## src/rtl/count_sequencer.sv

```systemverilog
// count_sequencer
//
// Control stage that sits directly upstream of a WIDTH-bit loadable
// up-counter. On START it captures a start and a stop value. It then
// loads the start value into the counter and enables counting. When the
// counter output reaches the stop value it stops the counter and pulses
// DONE for one cycle. ABORT cancels an active run. The counter then holds
// whatever value it had reached, and no DONE is produced.
//
// Ports
//   CLK        in   system clock, rising edge active
//   RST        in   asynchronous, active-low reset
//   START      in   run request, sampled only in IDLE
//   ABORT      in   cancel request, sampled in LDST and CNT
//   START_VAL  in   value to load into the counter (captured on START)
//   STOP_VAL   in   terminal count value (captured on START)
//   COUNT      in   counter output, fed back
//   LOAD       out  counter parallel-load control
//   ENA        out  counter enable (combinational from COUNT and ABORT)
//   DATA       out  counter load data (always the captured start value)
//   BUSY       out  run in progress (LDST or CNT)
//   DONE       out  one-cycle completion pulse
module count_sequencer #(
    parameter int WIDTH = 5
) (
    input  logic             CLK,
    input  logic             RST,
    input  logic             START,
    input  logic             ABORT,
    input  logic [WIDTH-1:0] START_VAL,
    input  logic [WIDTH-1:0] STOP_VAL,
    input  logic [WIDTH-1:0] COUNT,
    output logic             LOAD,
    output logic             ENA,
    output logic [WIDTH-1:0] DATA,
    output logic             BUSY,
    output logic             DONE
);

    typedef enum logic [1:0] {
        S_IDLE = 2'd0,
        S_LDST = 2'd1,
        S_CNT  = 2'd2,
        S_FIN  = 2'd3
    } state_e;

    state_e           state_q, state_d;
    logic [WIDTH-1:0] start_q, start_d;
    logic [WIDTH-1:0] stop_q,  stop_d;

    logic at_stop;
    assign at_stop = (COUNT == stop_q);

    // NOTE: every signal is defaulted to its held value first, so that a
    // branch which does not assign it cannot infer a latch.
    always_comb begin
        state_d = state_q;
        start_d = start_q;
        stop_d  = stop_q;
        unique case (state_q)
            S_IDLE: begin
                if (START) begin
                    start_d = START_VAL;
                    stop_d  = STOP_VAL;
                    state_d = S_LDST;
                end
            end
            S_LDST: state_d = ABORT ? S_IDLE : S_CNT;
            S_CNT: begin
                // ABORT wins over a simultaneous stop match.
                if (ABORT)        state_d = S_IDLE;
                else if (at_stop) state_d = S_FIN;
            end
            S_FIN:   state_d = S_IDLE;
            default: state_d = S_IDLE;
        endcase
    end

    // NOTE: sequential state uses non-blocking assignments only. The
    // captured values are plain registers, not memories, so they get a
    // defined reset value like the state.
    always_ff @(posedge CLK or negedge RST) begin
        if (!RST) begin
            state_q <= S_IDLE;
            start_q <= '0;
            stop_q  <= '0;
        end else begin
            state_q <= state_d;
            start_q <= start_d;
            stop_q  <= stop_d;
        end
    end

    assign DATA = start_q;
    assign LOAD = (state_q == S_LDST);
    assign BUSY = (state_q == S_LDST) || (state_q == S_CNT);
    assign DONE = (state_q == S_FIN);

    // ENA drops in the very cycle COUNT reaches the stop value. The counter
    // therefore holds exactly stop_q and never overshoots. ABORT also drops
    // ENA immediately rather than one cycle late.
    assign ENA = ((state_q == S_LDST) && !ABORT) ||
                 ((state_q == S_CNT)  && !ABORT && !at_stop);

endmodule
```

## config.mk

```make
export PLATFORM = sky130hd
export DESIGN_NAME = count_sequencer
export DESIGN_NICKNAME = d
export VERILOG_FILES = /design/src/rtl/count_sequencer.sv
export SDC_FILE = /design/constraint.sdc
export NUM_CORES = 1
export LEC_CHECK = 0
export BUFFER_PORTS_ARGS = -buffer_cell sky130_fd_sc_hd__buf_2
export CORE_MARGIN = 3
export CORE_UTILIZATION = 43
export CTS_BUF_LIST = sky130_fd_sc_hd__clkbuf_4 sky130_fd_sc_hd__clkbuf_8
export CTS_CLUSTER_SIZE = 14
export DETAILED_ROUTE_END_ITERATION = 7
export PLACE_DENSITY_LB_ADDON = 0.2
export SYNTH_ARGS = -nofsm -noshare
export SYNTH_HDL_FRONTEND = slang
export SYNTH_SLANG_ARGS = --single-unit
export TNS_END_PERCENT = 50
```

## constraint.sdc

```tcl
create_clock -name CLK -period 1.48 [get_ports CLK]
set_input_delay 0.296 -clock CLK [delete_from_list [all_inputs] [get_ports CLK]]
set_output_delay 0.296 -clock CLK [all_outputs]
set_load 0.01 [all_outputs]
```

==> results of run 1 <==
-- area by class of cell --
cell class | instances | share of cell area
multi-input combinational | 37 | 0.386
sequential | 12 | 0.325
clock buffer | 4 | 0.0393
inverter | 2 | 0.00813
timing repair buffer | 35 | 0.221
tap | 15 | 0.0203
-- power breakdown --
group | total, W | internal, W | switching, W
Sequential | 0.000593 | 0.000498 | 0.0000947
Combinational | 0.00101 | 0.000558 | 0.000453
Clock | 0.000246 | 0.000149 | 0.0000973
Total | 0.00185 | 0.00121 | 0.000645
-- registers in the layout (all words and copies together) (netlist names) --
register / count
DATA: 5
stop_q: 5
state_q: 2
-- critical path, delay by kind of cell, from the launching register on --
family | cells | cell delay [ps]
and+or+nand+nor | 2 | 400
DFF | 1 | 380
xor gates and xnor gates | 1 | 150
buffers and inverters | 1 | 130
AOI/OAI and AO/OA | 1 | 70
-- logic make-up (layout without fill, tap and decap cells) --
kind of cell    Yosys count  after routing
flops                    12             12
simple gates             11             11
mux                      10             10
compound gates            6              6
fa+ha+maj                 5              5
xor+xnor                  5              5
buf+inv                   2             41
-- synthesized netlist by cell type (all sizes together) --
| library cell | n |
|---|---|
| nor3 | 4 |
| o31a | 1 |
| inv | 2 |
| ha | 5 |
| mux2 | 10 |
| nand2b | 2 |
| o21ai | 2 |
| xor2 | 5 |
| nand2 | 1 |
| nor4 | 1 |
| dfrtp | 12 |
| nor3b | 1 |
| a211o | 1 |
| nor2b | 2 |
| a21oi | 2 |
-- layer usage --
layer | track usage | part of all wire | up-vias
met5 | 0 | 0 | -
met2 | 0.192 | 0.47 | 22
met4 | 0.0361 | 0 | 0
met3 | 0.0407 | 0.076 | 0
li1 | - | - | 257
met1 | 0.165 | 0.45 | 219
-- per-stage QoR --
stage | setup slack (ps) | util | cell area (sq um) | total power (W)
floorplan | 77.1 | - | 637 | 0.00117
global placement | 12.6 | 0.619 | 836 | 0.00149
detailed placement | -8.97 | 0.619 | 836 | 0.00151
CTS | -247 | 0.661 | 892 | 0.00179
global route | -299 | 0.684 | 923 | 0.00201
finish | -211 | 0.684 | 923 | 0.00185
-- path summary, 6_finish.rpt --
path / start / to / slack, ps
max: stop_q[4] / ENA / -210
min: STOP_VAL[1] / stop_q[1] / 260
max reg2reg: state_q[1] / state_q[1] / 90
min reg2reg: DATA[1] / DATA[1] / 500
max in group asynchronous: RST / state_q[0] / 850
min in group asynchronous: RST / stop_q[4] / 420
-- placed cells by master, fill, tap and decap left out --
| cell type | instances |
|---|---|
| mux2_2 | 10 |
| inv_2 | 1 |
| xor2_1 | 5 |
| nand2b_1 | 2 |
| nor3_2 | 1 |
| inv_1 | 1 |
| nor4_1 | 1 |
| a211o_1 | 1 |
| a21oi_1 | 2 |
| buf_4 | 7 |
| dlygate4sd3_1 | 1 |
| nor2b_2 | 1 |
| clkbuf_8 | 1 |
| ha_1 | 3 |
| clkbuf_4 | 3 |
| nor3_1 | 3 |
| buf_2 | 26 |
| buf_6 | 1 |
| nor3b_2 | 1 |
| dfrtp_1 | 12 |
| nand2_1 | 1 |
| o31a_1 | 1 |
| o21ai_1 | 2 |
| nor2b_1 | 1 |
| ha_4 | 2 |
-- what timing repair did --
action / CTS / global route
endpoints found under the setup margin: 2 / 5
pin swaps: 4 / 0
gates resized for setup: 2 / 6
buffers inserted: 1 / 0
hold endpoints to repair: 12 / 0
hold buffers: 1 / 0
==> flow_summary.ini, run 1 <==
[final_layout]
nFillCells = 107
drive_gt1_frac = 0.600
seqCellArea_sq_um = 300
nets = 115
areaGrowthSynthToFinish_pct = 45.0
multi_input_area_sq_um = 357
final_cells = 105
diodes = 0

[floorplan]
num_rows = 13
die_w_um = 44.5
die-area_sq_mm = 0.00198
initial_core_util = 0.472
fp.dieH_um = 44.5
io_pins = 28
core_area_sq_mm = 0.00135

[routing]
wl_per_cell_um = 11.2
drtPass1Iterations = 4
via_count = 498
totalWireLength_mm = 1.17
route.detailed.drc = 0
ant_nets = 0
drt_iter0_drc = 4
vias_per_cell = 4.74

[yosys]
ys_seq_area_frac = 0.472
yosysWarningCount = 0
synth-seq-cells = 12
synthAdderAreaFrac = 0.0982
synth_top_area_frac = 0.472
synth_xor_area_frac = 0.0688
synthTopCellsByArea = dfrtp_1 47%, mux2_2 18%, ha_1 9.8%
synth_cells = 51
synthSimpleGateAreaFrac = 0.114
synth.mux.area_fraction = 0.177
syn_avg_cell_area_sq_um = 12.5
synth_top_area_cell = dfrtp_1
synth_cell_type_count = 16
syn_area_sq_um = 637
synth_compound_area_frac = 0.0589
syn-num-nets = 75
synth_top_family_by_area = multiplexers

[sta]
fin_setup_tns_ps = -211
setup_ws_ps = -211
period_minus_slack_ps = 1690
fmax_ghz = 0.591
setup_viol = 1
max_slew.worst_pin.slew_ps = 296
hold_slack_ps = 263
slew-limit-headroom = 0.801
hold_viol_final = 0
period_share = 1.14
rsz0062_at_grt = yes
slew_viol_final = 0
fin_worst_skew_ps = 1.34

[outcome]
outcome = finished with violations
violations = negative setup slack

[cts]
clk_pin_slew_ps = 70
cts_buffers = 3
tritoncts = yes
clkLatencyLatePin_ps = 260
cts-root-buf = clkbuf_4
htree_levels = 1
clkSinkCount = 12
cts_buffer_depth = 2

[global_routing]
first_global_vias = 441
grt_first_pass_wirelength_mm = 1.79
gr-total-overflow = 0
grt_max_degree = 13
grt_usage = 0.124
antenna_found_initial = 0

[worst_setup_path]
cp_data_arrival_time_ps = 1400
worstSetupPathType = reg2out
ff2ff_path_depth = 6
cp-start-kind = register
crit_path_max_fanout = 2
cp_slowest_stage_delay_ps = 380
slowest_stage = dfrtp_1
path_cells = xor2_1 -> nor3_2 -> nor3b_2 -> o21ai_1 -> buf_2
cp.required_ps = 1180
end_kind = primary output

[power]
power.density_mw_per_mm2 = 2000
p_leak_nw = 0.460
peakVddDrop_uv = 1130

[placement]
placed_cells = 99
hpwl_um = 983
gp_congestion = 0.877
port_buffers = 27

[job]
drv_cap = 0

[worst_hold_path]
hp-class = in2reg
hold_path_depth = 2
(Power assumes the default switching activity.)
==> inputs of run 2 (changes only) <==
--- a/config.mk
+++ b/config.mk
@@ -5,12 +5,12 @@
 export SDC_FILE = /design/constraint.sdc
 export NUM_CORES = 1
 export LEC_CHECK = 0
-export BUFFER_PORTS_ARGS = -buffer_cell sky130_fd_sc_hd__buf_2
-export CORE_MARGIN = 3
-export CORE_UTILIZATION = 43
+export CORE_AREA = 3 3 40 42
 export CTS_BUF_LIST = sky130_fd_sc_hd__clkbuf_4 sky130_fd_sc_hd__clkbuf_8
 export CTS_CLUSTER_SIZE = 14
 export DETAILED_ROUTE_END_ITERATION = 7
+export DIE_AREA = 0 0 43 45
+export DONT_BUFFER_PORTS = 1
 export PLACE_DENSITY_LB_ADDON = 0.2
 export SYNTH_ARGS = -nofsm -noshare
 export SYNTH_HDL_FRONTEND = slang
==> run 2 against run 1 <==
Effect of this change: the run still ends with negative setup slack left; cell count is 24% lower; clock-buffer cell count is 1 lower; clock skew is 6.2 ps higher; flip-flop and latch count stayed put; hold slack worse by 86 ps; setup slack better by 45 ps; critical endpoint unchanged; largest cell class unchanged.
==> flow_summary.ini, run 2 (synthesis gave the netlist of run 1 again) <==
[power]
p_int_w = 0.00107
power_frac_comb = 0.505
p_leak_nw = 0.365
peakVddDrop_uv = 1090
switching_share = 0.376
p_clk_frac = 0.111
p_seq_frac = 0.383
p_switching_w = 0.000646
power.density_mw_per_mm2 = 2170

[worst_setup_path]
reg2reg_slack_ps = 0
setup.worst_path.start = stop_q[0]
crit_path_max_fanout = 2
ff2ff_path_depth = 6
worstReg2RegStart = state_q[1]
crit_end = ENA
cp.required_ps = 1180
end_kind = primary output
cp_data_arrival_time_ps = 1350
r2r-end = state_q[1]
worstSetupPathType = reg2out
cp-start-kind = register

[final_layout]
diodes = 0
drive_gt1_frac = 0.446
nets = 91
areaGrowthSynthToFinish_pct = 24.2
final_cells = 80
mostFrequentLayoutCell = dfrtp_1
final_cell_mix = 12 x dfrtp_1, 10 x mux2_2, 10 x buf_4

[floorplan]
die-area_sq_mm = 0.00194
initial_core_util = 0.496
core_area_sq_mm = 0.00128
io_pins = 28
num_rows = 13
fp.dieH_um = 45
die_w_um = 43

[sta]
rsz0062_at_grt = yes
setup_ws_ps = -166
slew-limit-headroom = 0.651
period_share = 1.11
hold_slack_ps = 177
setup_viol = 2
hold_viol_final = 0
period_minus_slack_ps = 1650
fmax_ghz = 0.607
slew_viol_final = 0
max_slew.worst_pin.slew_ps = 522
fin_worst_skew_ps = 7.58

[placement]
hpwl_mm = 1.02
gp_congestion = 0.880
port_buffers = 0
placed_cells = 70

[routing]
ant_nets = 0
via_count = 440
wl_per_cell_um = 17.5
drtPass1Iterations = 3
route.detailed.drc = 0
totalWireLength_mm = 1.40
drt_iter0_drc = 1
vias_per_cell = 5.50

[job]
drv_cap = 0

[outcome]
outcome = finished with violations
violations = negative setup slack

[cts]
clkSinkCount = 12
htree_levels = 1
tritoncts = yes
cts-root-buf = clkbuf_4
clkLatencyLatePin_ps = 260
cts_buffer_depth = 2
cts_buffers = 3
clk_pin_slew_ps = 70

[worst_hold_path]
hp-class = in2reg

[global_routing]
gr-total-overflow = 0
grt_first_pass_wirelength_mm = 2.11
grt_usage = 0.150
first_global_vias = 475
grt_max_degree = 13
antenna_found_initial = 0
run 2: metrics by stage:
stage | area [sq um] | setup TNS (ps) | setup slack [ps] | util | total power, W
after floorplan | 637 | 0 | 77.1 | - | 0.00117
after global placement | 686 | 0 | 26.3 | 0.534 | 0.00132
after detailed placement | 686 | -29.9 | -29.9 | 0.534 | 0.00138
after CTS | 751 | -168 | -168 | 0.584 | 0.00165
after global routing | 791 | -364 | -242 | 0.615 | 0.00184
final | 791 | -168 | -166 | 0.615 | 0.00172
run 2: critical path, stage by stage (launching register included):
cell and delay (ps):
dfrtp_1 380, xor2_1 150, nor3_2 210, nor3b_4 240, o21ai_2 110
run 2: layout make-up:
cell class / instances / area, sq um
clock buffer: 3 / 22.5
fill: 116 / 494
inverter: 2 / 7.51
multi-input combinational: 37 / 357
sequential: 12 / 300
tap: 15 / 18.8
timing repair buffer: 11 / 85.1
run 2: power groups by stage:
| stage | logic (W) | clock network (W) | registers (W) |
|---|---|---|---|
| 2_1_floorplan | 0.000539 | 0 | 0.000628 |
| 3_3_place_gp | 0.000671 | 0 | 0.000647 |
| 3_5_place_dp | 0.000717 | 0 | 0.000659 |
| 4_1_cts | 0.000801 | 0.000195 | 0.000655 |
| 5_1_grt | 0.000945 | 0.000216 | 0.000678 |
| 6_report | 0.000869 | 0.000191 | 0.000659 |
run 2: what timing repair did:
action / CTS / global route
endpoints found under the setup margin: 2 / 5
pin swaps: 3 / 4
gates resized for setup: 6 / 2
buffers inserted: 2 / 4
hold buffers: 1 / 0
hold endpoints to repair: 12 / 0
run 2: worst min-delay path by stage:
stage,cells past startpoint,slack [ps],to,startpoint
6_report,1,180,DATA[1],START_VAL[1]
4_1_cts,1,170,DATA[1],START_VAL[1]
3_5_place_dp,0,0.6,stop_q[3],RST
5_1_grt,1,160,DATA[0],START_VAL[0]
3_3_place_gp,0,0.7,stop_q[4],RST
2_1_floorplan,0,0.4,DATA[0],RST
run 2: per-layer routing:
metal,track usage,part of all wire
met1,0.165,0.37
met2,0.263,0.55
met3,0.0398,0.074
met4,0.0843,0.0036
met5,0,0
